### src/rtl/johnson_pkg.sv
// Shared definitions for the Johnson sequencer: seven-segment glyphs,
// index-width helper and the per-cycle update operation.
package johnson_pkg;

  // Active-low glyphs, bit 6 = segment a ... bit 0 = segment g.
  localparam logic [6:0] SEG_GLYPH [0:15] = '{
    7'b0000001, 7'b1001111, 7'b0010010, 7'b0000110,
    7'b1001100, 7'b0100100, 7'b0100000, 7'b0001111,
    7'b0000000, 7'b0000100, 7'b0001000, 7'b1100000,
    7'b0110001, 7'b1000010, 7'b0110000, 7'b0111000
  };

  typedef enum logic [1:0] {
    OP_HOLD    = 2'd0,
    OP_FWD     = 2'd1,
    OP_REV     = 2'd2,
    OP_RECOVER = 2'd3
  } jc_op_e;

  function automatic int idx_width(input int width);
    return $clog2(2 * width);
  endfunction

endpackage

### src/rtl/hex7seg.sv
// Hex digit to active-low seven-segment pattern.
module hex7seg
  import johnson_pkg::*;
(
  input  logic [3:0] hex,
  output logic [6:0] seg
);

  assign seg = SEG_GLYPH[hex];

endmodule

### src/rtl/johnson_seq_ctrl.sv
// Johnson counter sequencer with prescaled free-run, single-step advance,
// position index, hex display and a sticky illegal-state recovery.
module johnson_seq_ctrl
  import johnson_pkg::*;
#(
  parameter  int WIDTH = 4,
  parameter  int DIV_W = 25,
  localparam int IW    = idx_width(WIDTH)
) (
  input  logic             clk,
  input  logic             rst,
  input  logic             en,
  input  logic             dir,
  input  logic             step,
  input  logic [DIV_W-1:0] div_max,
  input  logic             clr_err,
  output logic [WIDTH-1:0] jc,
  output logic [IW-1:0]    idx,
  output logic [6:0]       seg,
  output logic             wrap,
  output logic             err
);

  localparam logic [IW-1:0] LAST = IW'(2 * WIDTH - 1);

  logic [DIV_W-1:0] cnt;
  logic [WIDTH-1:0] jc_q;
  logic             tick;
  logic             legal;
  logic             bad;
  logic [WIDTH-1:0] expect_code;
  jc_op_e           op;

  // Johnson code at position pos: pos ones filling from the LSB, then
  // zeros filling from the LSB once all bits are set.
  function automatic logic [WIDTH-1:0] code_for(input int pos);
    logic [WIDTH-1:0] ones;
    ones = '1;
    if (pos < WIDTH) begin
      return ~(ones << pos);
    end else begin
      return ones << (pos - WIDTH);
    end
  endfunction

  assign jc   = jc_q;
  assign tick = en && (cnt == div_max);

  // Prescaler: holds when disabled, wraps at or above the terminal count.
  always_ff @(posedge clk or posedge rst) begin
    if (rst) begin
      cnt <= '0;
    end else if (!en) begin
      cnt <= cnt;
    end else if (cnt >= div_max) begin
      cnt <= '0;
    end else begin
      cnt <= cnt + DIV_W'(1);
    end
  end

  // Legality check runs on the driven output so the whole jc path is covered.
  always_comb begin
    legal = 1'b0;
    for (int i = 0; i < 2 * WIDTH; i++) begin
      legal = legal | (jc == code_for(i));
    end
    expect_code = code_for(int'(idx));
    bad = !legal || (jc != expect_code) || (idx > LAST);
  end

  // Recovery outranks any advance; tick and step merge into a single advance.
  always_comb begin
    op = OP_HOLD;
    if (bad) begin
      op = OP_RECOVER;
    end else if (tick || step) begin
      op = dir ? OP_REV : OP_FWD;
    end else begin
      op = OP_HOLD;
    end
  end

  // Counter state, index and wrap pulse.
  always_ff @(posedge clk or posedge rst) begin
    if (rst) begin
      jc_q <= '0;
      idx  <= '0;
      wrap <= 1'b0;
    end else begin
      case (op)
        OP_RECOVER: begin
          jc_q <= '0;
          idx  <= '0;
          wrap <= 1'b0;
        end
        OP_FWD: begin
          jc_q <= {jc_q[WIDTH-2:0], ~jc_q[WIDTH-1]};
          idx  <= (idx == LAST) ? '0 : idx + IW'(1);
          wrap <= (idx == LAST);
        end
        OP_REV: begin
          jc_q <= {~jc_q[0], jc_q[WIDTH-1:1]};
          idx  <= (idx == '0) ? LAST : idx - IW'(1);
          wrap <= (idx == '0);
        end
        default: begin
          jc_q <= jc_q;
          idx  <= idx;
          wrap <= 1'b0;
        end
      endcase
    end
  end

  // Sticky error: a fresh detection wins over a simultaneous clear.
  always_ff @(posedge clk or posedge rst) begin
    if (rst) begin
      err <= 1'b0;
    end else if (bad) begin
      err <= 1'b1;
    end else if (clr_err) begin
      err <= 1'b0;
    end else begin
      err <= err;
    end
  end

  hex7seg u_hex7seg (
    .hex (4'(idx)),
    .seg (seg)
  );

endmodule

### config.mk
export PLATFORM = sky130hd
export DESIGN_NAME = johnson_seq_ctrl
export DESIGN_NICKNAME = d
export VERILOG_FILES = /design/src/rtl/johnson_pkg.sv /design/src/rtl/hex7seg.sv /design/src/rtl/johnson_seq_ctrl.sv
export SDC_FILE = /design/constraint.sdc
export NUM_CORES = 1
export LEC_CHECK = 0
export CAP_MARGIN = 10
export CORE_ASPECT_RATIO = 1.5
export CORE_MARGIN = 2
export CORE_UTILIZATION = 40
export CTS_CLUSTER_SIZE = 30
export DETAILED_ROUTE_END_ITERATION = 10
export PLACE_DENSITY = 0.71
export SLEW_MARGIN = 25
export SYNTH_ARGS = -nofsm -noshare
export SYNTH_HDL_FRONTEND = slang
export SYNTH_SLANG_ARGS = --single-unit
### constraint.sdc
create_clock -name clk -period 2.7 [get_ports clk]
set_input_delay 0.54 -clock clk [delete_from_list [all_inputs] [get_ports clk]]
set_output_delay 0.54 -clock clk [all_outputs]
set_load 0.1 [all_outputs]
# Word level (Yosys, flattened, before mapping)
# Memory sizes are Yosys's and may differ from the RTL's.
# Cells that the tools add are included.
# classes
shift	2
n_lt_le_gt_ge	4
eq_ne	13
reduce_logical	9
n_mux	14
addsub	4
bitwise	11
# op_table
op	count
$shl 4x32->4 const A	1
$add 25x1->25 const B	1
$eq 25x25->1	1
$ge 25x25->1	1
$mux 25	1
$eq 4x4->1 const B	4
$mux 7	2
$pmux 4 s3	1
$pmux 3 s3	1
$or 1x1->1	7
$mux 2	3
$mux 3	2
$ge 5x5->1 const B	1
$not 3->5	1
$eq 2x2->1 const B	2
$eq 4x1->1 const B	1
$eq 4x2->1 const B	1
$eq 4x3->1 const B	1
$logic_not 4->1	1
$mux 4	1
$ne 4x4->1	1
$not 4->4	1
$shl 4x3->4 const A	1
$sub 3x3->4 const B	1
15 further kinds	19
# totals
mem_bits_ro	112
n_memories	1
output_inout_bits	16
in_bits	31
word_cells	63
regBits	34
# mem_list
name	words	width	read_ports	rd_ports_with_merged_regs	write_ports	line	rtl
(no name shown)	16	7	1	0	0	hex7seg.sv:9	assign seg = SEG_GLYPH[hex];

# Longest topological paths before layout
# depth
depth_word	14
depth_mapped	12
ltp_nobuf	12

# By module
# A second synthesis with hierarchy kept.
# hier_totals
cells_unflattened	339
hier_area_um2	2901.5
# modules_own_cells
module	seq_area_each_um2	cells_each	area_per_inst_um2	n_inst
johnson_seq_ctrl	850.8	308	2648.8	1
hex7seg	0.0	31	252.7	1

# Least setup slack after synthesis
# Ideal clock, no wire load.
# synth_timing
path_kind	flip-flop to output port
from	register idx[0]
to	output port seg[3]
arrival_time_ps	3774
path_buffers	0
path_stages_with_launch	4
required_time_ps	2160
setup_slack_ps	-1614
path_cell_list	dfrtp_1 -> inv_1 -> ha_1 -> o21ai_0
# synth_via
elab_chain_cells	4
# synth_rtl
element	line	rtl
from (decl)	johnson_seq_ctrl.sv:18	output logic [IW-1:0] idx,
from (signal assigned)	johnson_seq_ctrl.sv:99	idx <= (idx == LAST) ? '0 : idx + IW'(1);
from (signal assigned)	johnson_seq_ctrl.sv:104	idx <= (idx == '0) ? LAST : idx - IW'(1);
from (signal assigned)	johnson_seq_ctrl.sv:109	idx <= idx;
$not 3->5 (implied by the code)	hex7seg.sv:9	
$mem_v2 16x7	--	
$mux 7 (implied by the code) (2 in series)	hex7seg.sv:9	
to (decl)	johnson_seq_ctrl.sv:19	output logic [6:0] seg,
# Every way passes these cells. The select of a mux whose other input is x is not followed.

# Worst setup path in the final report
# layout_timing
from	register idx[1]
to	register idx[0]
# layout_via
elab_chain_cells	9
elab_cells_between_ends	20
classes_between	add/sub (1); order compare (2); eq/ne (5); shift (2); mux (5); bitwise (1); reduce/logical (4)
# layout_rtl
element	line	rtl
$sub 3x3->4 / $shl 4x3->4 (equally long branches)	johnson_seq_ctrl.sv:42, johnson_seq_ctrl.sv:40	
$shl 4x32->4 / $not 4->4 (equally long branches)	johnson_seq_ctrl.sv:42, johnson_seq_ctrl.sv:40	
$mux 4	johnson_seq_ctrl.sv:39	if (pos < WIDTH) begin
$ne 4x4->1	johnson_seq_ctrl.sv:69	bad = !legal || (jc != expect_code) || (idx > LAST);
$logic_or 1x1->1 (2 in series)	johnson_seq_ctrl.sv:69	
$mux 2	johnson_seq_ctrl.sv:75	if (bad) begin
$eq 2x2->1 / $eq 2x1->1 (equally long branches)	johnson_seq_ctrl.sv:91	case (op)
$pmux 3 s3 / $reduce_bool 3->1 (equally long branches)	--	
# Several ways; a longest one is shown, not always the timed one.
# A chain may end at the register's enable or synchronous reset.

==> reports/results.ini <==
[worst_setup_path]
regToRegSetupSlack_ns = -0.02
crit_type = flip-flop to flip-flop
critPathLaunchType = flip-flop
cp_max_fo = 4
required_ns = 2.87
cp.arrival_ns = 2.89
endpoint_kind = flip-flop

[timing]
slew_violations = 0
maxSlewHeadroom_pct = 56.4
min_period_over_period_pct = 101
tns_ns = -0.0225
fin_worst_skew_ns = 0.00806
max_freq_mhz = 367
setup_violations = 1
fin_crit_ns = 2.72
rsz0062_at_grt = true
finalHoldViolCount = 0
worst_pin_slew_ns = 0.648
timing.final.ws_setup_ns = -0.0225

[synthesis]
synth_seq_cells = 34
synth-seq-area-share_pct = 31.8
synth_most_common_cell = ha_1
synth_cell_types = 43
syn-num-nets = 379
synth_top_area_share_pct = 31.8
synth_commonest_cells = 37 x ha_1, 35 x inv_1, 34 x dfrtp_1, 30 x nor2_1, 26 x nand2_1
async_flop_share_pct = 100
synth_area_leaders = dfrtp_1 32%, ha_1 17%, inv_1 4.9%
synthCells = 311
synth.avg_cell_area_sq_um = 8.61
ys.flop_type = dfrtp_1
yosys.area.top_type = dfrtp_1
synth_edf_count = 0
syn_area_sq_um = 2680
yosysWarnings = 0

[die]
die_h_um = 104
initial_core_util_pct = 41.3
core_region_area_sq_um = 6490
row_count = 36
dieArea_sq_um = 7380
ios = 47
die_x_um = 70.8

[clock_tree]
clock_path_buffers = 2
cts_buffers = 5
cts_sinks = 34
clk_pin_slew_ns = 0.08
clock_latency_ns = 0.28
cts_tree = done
htreeDepth = 2
root_buffer = clkbuf_8

[layout]
finish.utilization_pct = 63.2
synthToLayoutAreaGrowth_pct = 53.1
fin_nets = 480
register_area_sq_um = 867
antennaDiodeCount = 0
fillers = 514
fin_cells = 489
drive_gt1_share_pct = 37.3
final_cell_area_sq_um = 4100
multi_input_area_sq_um = 2000

[global_route]
grt_max_degree = 35
met2_usage_pct = 35.4
grt_pass1_wl_um = 11600
grt_remaining_overflow = 0
gr-usage-met1_pct = 20.8
grt_util_met3_pct = 3.49
grt.total_usage_pct = 19.0
grt_pass1_vias = 2648
gr-max-usage-layer = met2
antenna_found_initial = 0

[route]
vias_per_cell = 5.40
dr.pass1.iters = 4
routed_wl_um = 7370
ant_nets = 0
drt_iter0_markers = 101
vias = 2643
wl_per_cell_um = 15.1
drc = 0

[placement]
dp_hpwl_um = 5190
place_inst = 468
placed_cell_area_sq_um = 3620
gp_congestion = 0.843
port_buffers = 46

[power]
power_leakage_nw = 1.91
ir_worst_vdd_mv = 0.938
power-per-cell-area_nw_per_um2 = 734

[job]
cap_violations = 0

[run_status]
status = complete, but fails checks
violations = setup timing

[min_path]
min_path_type = flip-flop to flip-flop

[repair_timing]
action,4_1_cts,5_1_grt
setup endpoints to repair,8,28
pin swaps,21,11
buffers inserted,9,3
hold buffers,0,0
gates resized for setup,52,32
gates cloned,0,3
[cells in the final DEF, fill, tap and decap left out, types with 5 or more instances in the layout]
cell	n
a21oi_1	12
a22oi_2	5
buf_12	5
buf_4	57
buf_6	7
clkbuf_8	5
clkdlybuf4s50_1	14
dfrtp_1	29
dlygate4sd2_1	10
ha_1	20
ha_4	15
inv_1	23
inv_2	13
nand2_1	26
nand3_1	11
nand4_1	12
nor2_1	27
nor3_1	8
o21ai_0	6
o21ai_2	11
o2bb2ai_1	6
xnor2_1	7
xor2_1	13
[cell type report]
| class | instances | area share (%) |
|---|---|---|
| clock buffers | 6 | 1.77 |
| clock inverters | 2 | 0.244 |
| inverters | 36 | 3.29 |
| multi-input cells | 234 | 48.7 |
| flip-flops and latches | 34 | 21.1 |
| well taps | 76 | 2.32 |
| repair buffers | 101 | 22.5 |
[logic make-up (layout without fill, tap and decap cells)]
group	count (synthesis)	in the layout	share of synthesized area, %
simple gates	111	111	21.1
compound gates	65	65	16.6
buf+inv	43	145	6.40
fa+ha+maj	37	37	17.3
flops	34	34	31.8
xor+xnor	20	20	6.54
mux	1	1	0.374
[stage by stage]
| stage | power, mW | setup slack (ns) | hold WS, ns |
|---|---|---|---|
| 5_1_grt | 3.19 | -0.117 | 0.595 |
| 2_1_floorplan | 1.88 | -0.111 | 0.514 |
| 6_report | 3.01 | -0.0225 | 0.550 |
| 4_1_cts | 2.90 | -0.0797 | 0.551 |
| 3_5_place_dp | 2.35 | -0.789 | 0.542 |
| 3_3_place_gp | 2.32 | -0.607 | 0.538 |
[flip-flops by register name, summed over array words and instances, names as in the netlist]
| name | flops |
|---|---|
| jc | 4 |
| idx | 3 |
| cnt | 25 |
| err | 1 |
| wrap | 1 |
[where the power goes]
part           leakage, nW  switching (mW)  internal (mW)
logic                 1.43            1.15          0.767
clock network       0.0450           0.193          0.179
registers            0.436           0.121          0.601
total                 1.91            1.47           1.55
[critical path, stage by stage (launching register included)]
cell and delay (ns):
dfrtp_4 0.51, ha_4 0.17, or3_1 0.31, nor3_1 0.13, a31oi_1 0.06, or3_4 0.35
a21oi_4 0.20, o21a_1 0.23, ha_4 0.16, nor2b_4 0.14, nor2_1 0.06, o41ai_2 0.27
[layer usage]
| layer | up-vias | wire length, um |
|---|---|---|
| met5 | - | 0 |
| met4 | 0 | 316 |
| met3 | 25 | 282 |
| met2 | 77 | 3980 |
| met1 | 1245 | 2780 |
| li1 | 1296 | - |
[worst paths after layout]
| path | from | endpoint | depth (start not counted) |
|---|---|---|---|
| worst min register to register | err$_DFFE_PP0P_ | err$_DFFE_PP0P_ | 2 |
| min in group asynchronous | rst | cnt[12]$_DFFE_PP0P_ | 3 |
| worst min-delay path | err$_DFFE_PP0P_ | err$_DFFE_PP0P_ | 2 |
| max in group asynchronous | rst | idx[0]$_DFFE_PP0P_ | 3 |
| worst max-delay path | idx[1]$_DFFE_PP0P_ | idx[0]$_DFFE_PP0P_ | 11 |
| worst max register to register | idx[1]$_DFFE_PP0P_ | idx[0]$_DFFE_PP0P_ | 11 |
Note: power is estimated with default switching activity, not from simulation.
